`src/rtl/uart_tx_pkg.sv`:
```
// Shared types and default parameters for the UART transmit buffer.
package uart_tx_pkg;

  typedef enum logic [1:0] {
    ST_IDLE       = 2'd0,
    ST_LOAD       = 2'd1,
    ST_WAIT_START = 2'd2,
    ST_WAIT_DONE  = 2'd3
  } tx_state_t;

  localparam int DEF_DEPTH     = 16;
  localparam int DEF_START_TO  = 15;
  localparam int DEF_LOW_WATER = 2;

endpackage

```
`src/rtl/tx_sync_fifo.sv`:
```
// Circular byte FIFO with registered occupancy; a push into a full FIFO is
// accepted only when a pop happens in the same cycle, otherwise wr_err pulses.
module tx_sync_fifo #(
  parameter int DEPTH = 16
) (
  input  logic                     clk,
  input  logic                     rst,
  input  logic                     wr_en,
  input  logic [7:0]               wr_data,
  input  logic                     rd_en,
  output logic [7:0]               rd_data,
  output logic                     full,
  output logic                     empty,
  output logic [$clog2(DEPTH):0]   count,
  output logic                     wr_err
);

  localparam int AW = $clog2(DEPTH);
  localparam int CW = AW + 1;

  logic [7:0]    mem [DEPTH];
  logic [AW-1:0] wr_ptr;
  logic [AW-1:0] rd_ptr;
  logic          push;
  logic          pop;

  assign full    = (count == CW'(DEPTH));
  assign empty   = (count == '0);
  assign rd_data = mem[rd_ptr];

  // Reset outranks any push, so a write during rst never lands in memory.
  assign pop  = rd_en && !empty;
  assign push = !rst && wr_en && (!full || pop);

  always_ff @(posedge clk) begin
    if (push) mem[wr_ptr] <= wr_data;
  end

  // DEPTH is a power of two, so pointer overflow is the DEPTH-1 -> 0 wrap.
  always_ff @(posedge clk) begin
    if (rst) begin
      wr_ptr <= '0;
      rd_ptr <= '0;
      count  <= '0;
      wr_err <= 1'b0;
    end else begin
      if (push) wr_ptr <= wr_ptr + AW'(1);
      if (pop)  rd_ptr <= rd_ptr + AW'(1);
      if (push && !pop)      count <= count + CW'(1);
      else if (pop && !push) count <= count - CW'(1);
      wr_err <= wr_en && full && !pop;
    end
  end

endmodule

```
`src/rtl/uart_tx_buffer.sv`:
```
// Byte queue feeding a UART serializer with start-timeout recovery.
// Optional macro UART_TX_IRQ_EN adds the registered low-water tx_irq output.
module uart_tx_buffer
  import uart_tx_pkg::*;
#(
  parameter int DEPTH     = DEF_DEPTH,
  parameter int START_TO  = DEF_START_TO,
  parameter int LOW_WATER = DEF_LOW_WATER
) (
  input  logic                   clk,
  input  logic                   rst,
  input  logic                   wr_en,
  input  logic [7:0]             wr_data,
  input  logic                   is_transmitting,
  output logic                   transmit,
  output logic [7:0]             tx_byte,
  output logic                   full,
  output logic                   empty,
  output logic [$clog2(DEPTH):0] count,
  output logic                   wr_err,
  output logic                   drop,
  output logic                   busy,
`ifdef UART_TX_IRQ_EN
  output logic                   tx_irq,
`endif
  output tx_state_t              state_dbg
);

  localparam int CW = $clog2(DEPTH) + 1;
  localparam int TW = $clog2(START_TO + 1);

  tx_state_t     state;
  tx_state_t     state_nxt;
  logic [TW-1:0] timer;
  logic          pop_req;
  logic          timeout;
  logic [7:0]    head;

  tx_sync_fifo #(.DEPTH(DEPTH)) u_fifo (
    .clk     (clk),
    .rst     (rst),
    .wr_en   (wr_en),
    .wr_data (wr_data),
    .rd_en   (pop_req),
    .rd_data (head),
    .full    (full),
    .empty   (empty),
    .count   (count),
    .wr_err  (wr_err)
  );

  // UART handshake: transmit is a one-cycle request; the serializer accepts
  // by raising is_transmitting and completes by dropping it. A request with
  // no acceptance within START_TO cycles is abandoned and reported via drop.
  always_comb begin
    state_nxt = state;
    pop_req   = 1'b0;
    timeout   = 1'b0;
    case (state)
      ST_IDLE: begin
        if (!empty && !is_transmitting) begin
          state_nxt = ST_LOAD;
          pop_req   = 1'b1;
        end
      end
      ST_LOAD: state_nxt = ST_WAIT_START;
      ST_WAIT_START: begin
        if (is_transmitting) begin
          state_nxt = ST_WAIT_DONE;
        end else if (timer == TW'(START_TO - 1)) begin
          state_nxt = ST_IDLE;
          timeout   = 1'b1;
        end
      end
      ST_WAIT_DONE: begin
        if (!is_transmitting) state_nxt = ST_IDLE;
      end
      default: state_nxt = ST_IDLE;
    endcase
  end

  always_ff @(posedge clk) begin
    if (rst) begin
      state   <= ST_IDLE;
      tx_byte <= '0;
      timer   <= '0;
      drop    <= 1'b0;
    end else begin
      state <= state_nxt;
      drop  <= timeout;
      if (pop_req) tx_byte <= head;
      if (state == ST_LOAD)            timer <= '0;
      else if (state == ST_WAIT_START) timer <= timer + TW'(1);
    end
  end

  assign transmit  = (state == ST_LOAD);
  assign busy      = (state != ST_IDLE);
  assign state_dbg = state;

`ifdef UART_TX_IRQ_EN
  // Registered from next-cycle occupancy so tx_irq lines up with count.
  logic          push_acc;
  logic [CW-1:0] count_nxt;

  always_comb begin
    push_acc  = wr_en && (!full || pop_req);
    count_nxt = count;
    if (push_acc && !pop_req)      count_nxt = count + CW'(1);
    else if (pop_req && !push_acc) count_nxt = count - CW'(1);
  end

  always_ff @(posedge clk) begin
    if (rst) tx_irq <= 1'b1;
    else     tx_irq <= (count_nxt <= CW'(LOW_WATER));
  end
`endif

endmodule
```
`config.mk`:
```
export PLATFORM = sky130hd
export DESIGN_NAME = uart_tx_buffer
export DESIGN_NICKNAME = d
export VERILOG_FILES = /design/src/rtl/uart_tx_pkg.sv /design/src/rtl/tx_sync_fifo.sv /design/src/rtl/uart_tx_buffer.sv
export SDC_FILE = /design/constraint.sdc
export NUM_CORES = 1
export LEC_CHECK = 0
export ABC_CLOCK_PERIOD_IN_PS = 6300
export CORE_UTILIZATION = 55
export DETAILED_ROUTE_END_ITERATION = 7
export GPL_TIMING_DRIVEN = 1
export PLACE_DENSITY_LB_ADDON = 0.3
export SLEW_MARGIN = 20
export SYNTH_ARGS = -nofsm -noshare
export SYNTH_HDL_FRONTEND = slang
export SYNTH_SLANG_ARGS = --single-unit
```
`constraint.sdc`:
```
create_clock -name clk -period 6.3 [get_ports clk]
set_input_delay 0.63 -clock clk [delete_from_list [all_inputs] [get_ports clk]]
set_output_delay 0.63 -clock clk [all_outputs]
set_load 0.01 [all_outputs]
```
* Word-level counts from Yosys, hierarchy flattened
Memories as Yosys holds them, arrays and structs flattened. A register that Yosys moved wholly into a read port is not among the register bits.
Index checks and enable logic that the tools add are counted.
** Word-level totals
- Bits in registers :: 21
- RAM bits :: 128
- Output and inout port bits :: 21
- Logic and storage cells :: 56
- Memories :: 1
** Operators by class
- Add/subtract/negate cells :: 5
- Equal/unequal tests :: 8
- Mux-type cells :: 12
- Bitwise logic cells :: 1
- Reduce and logical (&&, ||, !) cells :: 22
** Memory list
- u_fifo.mem :: words 16, width 8, rd ports 1, clocked after Yosys merged registers in 1, wr ports 1, line tx_sync_fifo.sv:21 : logic [7:0] mem [DEPTH];
** Operator list (number)
- adder 4 x 1 -> 4 bit, second input constant :: 3
- two-way mux 5 bit :: 2
- logical AND 1 bit :: 8
- two-way mux 2 bit :: 4
- one-hot mux 2 bit (4 select lines) :: 1
- zero test 1 bit :: 6
- adder 5 x 1 -> 5 bit, second input constant :: 1
- == test 5 bit, second input constant :: 1
- zero test 5 bit :: 1
- two-way mux 1 bit :: 5
- subtractor 5 x 1 -> 5 bit, second input constant :: 1
- == test 2 bit, second input constant :: 2
- == test 4 bit, second input constant :: 1
- != test 2 bit, second input constant :: 2
- nonzero test 2 bit :: 2
- != test 3 bit, second input constant :: 1
- AND reduction 3 bit :: 1
- OR reduction 3 bit :: 1
- == test 2 x 1 -> 1 bit, second input constant :: 1
- zero test 2 bit :: 1
- OR reduction 2 bit :: 1
- logical OR 1 bit :: 1
- NOT 1 bit :: 1

* Logic depth before layout (Yosys ltp)
- Depth after elaboration :: 12
- Gate-level depth with buffers :: 12
- Depth with buffers taken out :: 10

* Modules after synthesis
Synthesis repeated with hierarchy kept, for this count alone.
** Unflattened totals
- Cells, all modules :: 386
- Area, all modules :: 6470.0 µm²
** Modules (own cells, without submodules)
- tx_sync_fifo :: instances 1, cells an instance 317, area an instance 5814.3 µm²
- uart_tx_buffer :: instances 1, cells an instance 69, area an instance 655.6 µm²

* Worst setup path before layout
OpenSTA, ideal clock, no wires.
- Path kind :: input -> register
- From :: input port is_transmitting
- To :: register u_fifo.count[4]
- Library setup time :: 0.121 ns
- Data arrival time :: 2.830 ns
- Data required time :: 6.179 ns
- Slack :: 3.349 ns
- Stages :: 11
- Cells stage by stage :: or3_4 a21oi_1 buf_2 inv_1 ha_1 inv_1 ha_1 a21o_1 a21oi_1 mux2i_1 mux2_2
** On the way
- Longest elaborated chain between the ends :: 10
- Elaborated cells between the ends (all ways) :: 13
- Classes of those cells :: 3 x mux; 10 x reduce/logical
** Ends and longest elaborated chain
- start: declaration :: line uart_tx_buffer.sv:14 : input logic is_transmitting,
- zero test 1 bit *
- logical AND 1 bit * :: line uart_tx_buffer.sv:61 : if (!empty && !is_transmitting) begin
- two-way mux 1 bit * :: line uart_tx_buffer.sv:61
- two-way mux 1 bit * :: line uart_tx_buffer.sv:59 : case (state)
- logical AND 1 bit * :: line tx_sync_fifo.sv:32 : assign pop = rd_en && !empty;
- logical OR 1 bit :: line tx_sync_fifo.sv:33 : assign push = !rst && wr_en && (!full || pop);
- logical AND 1 bit :: line tx_sync_fifo.sv:33
- zero test 1 bit :: line tx_sync_fifo.sv:50 : else if (pop && !push) count <= count - CW'(1);
- logical AND 1 bit :: line tx_sync_fifo.sv:50
- nonzero test 2 bit (no source line)
- end signal: assignment :: line tx_sync_fifo.sv:49 : if (push && !pop) count <= count + CW'(1);
- end signal: assignment :: line tx_sync_fifo.sv:50
- end: declaration :: line tx_sync_fifo.sv:14 : output logic [$clog2(DEPTH):0] count,
Every way passes the cells marked *; elsewhere a longest branch is shown, timed or not.
A chain may end at the register's enable or synchronous reset.

* Final worst setup path
- From :: input port is_transmitting
- To :: register u_fifo.count[4]
** On the way
- Longest elaborated chain between the ends :: 10
- Elaborated cells between the ends (all ways) :: 13
- Classes of those cells :: 3 x mux; 10 x reduce/logical
** Ends and longest elaborated chain
- zero test 1 bit *
- logical AND 1 bit * :: line uart_tx_buffer.sv:61
- two-way mux 1 bit * :: line uart_tx_buffer.sv:61
- two-way mux 1 bit * :: line uart_tx_buffer.sv:59
- logical AND 1 bit * :: line tx_sync_fifo.sv:32
- logical OR 1 bit * :: line tx_sync_fifo.sv:33
- logical AND 1 bit * :: line tx_sync_fifo.sv:33
- named net u_fifo.push :: line tx_sync_fifo.sv:24 : logic push;
- zero test 1 bit :: line tx_sync_fifo.sv:50
- logical AND 1 bit :: line tx_sync_fifo.sv:50
- nonzero test 2 bit (no source line)
Mark *: on every way through the listed nets, which the timed path passes. The rest lies on a longest branch.

==> results_dict.tcl <==
set metrics [dict create \
    status "completed" \
    timing.setup.tns_ps 0 \
    die_x_um 110 \
    pin_count 33 \
    synthXorXnorAreaFrac_pct 1.23 \
    startpoint "is_transmitting" \
    yosysWarnings 0 \
    diodes 0 \
    async_flop_share_pct 0 \
    finalSetupViolCount 0 \
    ir_drop_mv 0.218 \
    overflow 0 \
    die_h_um 110 \
    hold_start "tx_byte[1]$_SDFFE_PP0N_" \
    placed_area_sq_um 6810 \
    rsz0062_at_grt "no" \
    pre_cts_slack_ps 2670 \
    clk_transition_reported_paths_ps 70 \
    critical_path.cell_chain "clkdlybuf4s50_1 > or3_4 > a31oi_4 > ha_1 > inv_1 > fa_1 > a21o_1 > a21oi_1 > mux2i_1 > mux2_2" \
    grt_antenna_before_repair 0 \
    portBuffers 32 \
    drc 0 \
    layout.cells.non_filler 618 \
    synth_compound_area_share_pct 6.34 \
    yosys.area_share.adder_pct 2.46 \
    fin_crit_ps 3220 \
    rrSetupSlack_ps 3190 \
    via_per_inst 5.92 \
    p_per_area_nw_per_um2 378 \
    hold_viol 0 \
    yosys-mux-area-fraction_pct 11.2 \
    max_freq_mhz 310 \
    drtAntennaViolNets 0 \
    syn_inst 434 \
    period_share_pct 51.2 \
    r2r-start "state_dbg[1]$_SDFFE_PP0P_" \
    core_area_sq_um 11400 \
    h-tree-depth 4 \
    place_congestion 0.805 \
    ctsHoldBuffers 0 \
    drtPass1Iterations 6 \
    grt_pass1_wl_mm 19.5 \
    post_cts_resized 0 \
    grt_pass1_vias 3500 \
    root_buffer "clkbuf_16" \
    dp.final_hpwl_mm 8.16 \
    dr.first_iter.drc_count 348 \
    slowest_delay_ps 480 \
    ys_seq_elements 157 \
    drv_slew 0 \
    crit_family "compound AO/OA/AOI/OAI gates" \
    netlist-cell-type-count 42 \
    setup_slack_ps 3080 \
    vias 3656 \
    synth_seq_area_share_pct 69.0 \
    clockBufferDepth 2 \
    clock_skew_ps 9.18 \
    startpoint_type "input port" \
    start_util_pct 56.4 \
    clkSinkCount 157 \
    synth-edff-count 128 \
    synth_top_flop_cell "edfxtp_1" \
    slew_headroom_pct 27.6 \
    synth_top_family_by_area "multiplexers" \
    critical_path_class "input port to flop" \
    worstPathMaxFanout 8 \
    numCtsBuffers 17 \
    dieArea_sq_um 12100 \
    synth_area_sq_um 6410 \
    hold_ws_ps 516 \
    grt_max_degree 65 \
    syn_nets 458 \
    dp_cells 586 \
    arrival_ps 3530 \
    hp-class "flop to flop" \
    required_ps 6610 \
    yosys.area_share.simple_pct 7.30 \
    cp_slowest_cell "clkdlybuf4s50_1" \
    cap_violations 0 \
    fp-row-count 39 \
    path_buf_inv 2 \
    worstMarginPinSlew_ps 1090 \
    wire_per_inst_um 20.4 \
    syn2layout_area_growth_pct 15.8 \
    worstSkewPairLatency_ps 420 \
    p_leak_nw 2.33 \
    fillCellCount 803 \
    utilization_pct 65.3 \
    cts_tree "done" \
    syn_area_per_cell_sq_um 14.8 \
    post_cts_buffers 0 \
    routed_wl_mm 12.6 \
    worst_setup_path_end_kind "flop" \
    design_power_total_mw 2.80 \
    drive_above_1_share_pct 9.89 \
    num-nets-final 486 \
    grt_use_total_pct 23.0 \
    finalInstanceArea_sq_um 7420 \
]
logic make-up after synthesis:
group,Yosys count
AOI/OAI and AO/OA,61
xor gates and xnor gates,9
adders and majority gates,12
buffers and inverters,35
DFF,157
muxes,69
and+or+nand+nor,91
final cells by class:
type	instances	area, sq um	share of cell area, %
inverter	10	37.5	0.506
timing repair buffer	34	335	4.52
tap	143	179	2.41
sequential	157	4430	59.6
clock buffer	17	425	5.73
clock inverter	15	170	2.29
multi-input combinational	242	1850	24.9
synth_stat cells, types with 2 or more instances:
master	n	area share, %
a211oi_1	8	0.94
a21o_1	2	0.23
a21oi_1	10	0.78
a31oi_1	3	0.29
buf_1	5	0.29
buf_2	12	0.94
clkbuf_1	6	0.35
dfxtp_1	29	9.1
edfxtp_1	128	60
ha_1	11	2.1
inv_1	10	0.59
mux2i_1	66	10
mux4_2	2	0.70
nand2_1	5	0.29
nand2b_1	9	0.88
nand3_1	4	0.31
nand3b_1	5	0.59
nand4_1	2	0.20
nor2_1	41	2.4
nor3_1	7	0.55
nor4_1	9	0.88
o211ai_1	2	0.23
o22ai_1	30	2.9
o31ai_1	2	0.23
or3b_1	2	0.27
xnor2_1	5	0.68
xor2_1	4	0.55
worst min-delay path: stages, from the launching register on:
cell      delay [ps]
dfxtp_1          320
nor2_1           100
a211oi_1          50
power by group:
part           internal, mW  total, mW  leakage, nW  switching (mW)
Combinational         0.260      0.543        0.656           0.282
Clock                 0.533      0.999        0.288           0.466
Sequential             1.18       1.26         1.39          0.0831
cell usage in the layout (no fill, tap or decap), types with 2 or more instances in the layout:
| master | count |
|---|---|
| mux4_2 | 2 |
| xor2_1 | 4 |
| inv_1 | 10 |
| nor2_1 | 41 |
| nand4_1 | 2 |
| nand2_1 | 5 |
| nand3_1 | 4 |
| nor3_1 | 3 |
| xnor2_1 | 5 |
| nand2b_1 | 9 |
| a21o_1 | 2 |
| mux2i_1 | 66 |
| clkbuf_16 | 17 |
| nor3_2 | 4 |
| o22ai_1 | 30 |
| clkinv_8 | 4 |
| a21oi_1 | 10 |
| ha_1 | 11 |
| clkinv_4 | 2 |
| a31oi_1 | 3 |
| dfxtp_1 | 28 |
| or3b_1 | 2 |
| inv_6 | 4 |
| a211oi_1 | 8 |
| nand3b_1 | 5 |
| inv_8 | 4 |
| clkdlybuf4s50_1 | 32 |
| nor4_1 | 9 |
| o31ai_1 | 2 |
| edfxtp_1 | 128 |
| o211ai_1 | 2 |
| buf_4 | 2 |
state kept, by name, indices dropped and copies added, names as in the netlist:
register       flops
state_dbg          2
u_fifo.wr_err      1
u_fifo.wr_ptr      4
drop               1
tx_byte            8
u_fifo.mem       128
timer              4
u_fifo.count       5
u_fifo.rd_ptr      4
metal layers:
layer  share of wire [%]  vias up  routed length [um]  track usage [%]
met4                 2.1        0                 265             9.24
met3                 5.4       23                 677             4.51
met2                  47      112                5980             35.4
met1                  45     1799                5700             32.1
li1                    -     1722                   -                -
met5                   0        -                   0                0
final timing paths:
path                                                     end  depth (start not counted)
worst min-delay path                 tx_byte[1]$_SDFFE_PP0N_                          2
worst max-delay path            u_fifo.count[4]$_SDFFE_PP0P_                         10
worst max register to register  u_fifo.count[4]$_SDFFE_PP0P_                          9
worst min register to register       tx_byte[1]$_SDFFE_PP0N_                          2
(Power assumes the default switching activity.)
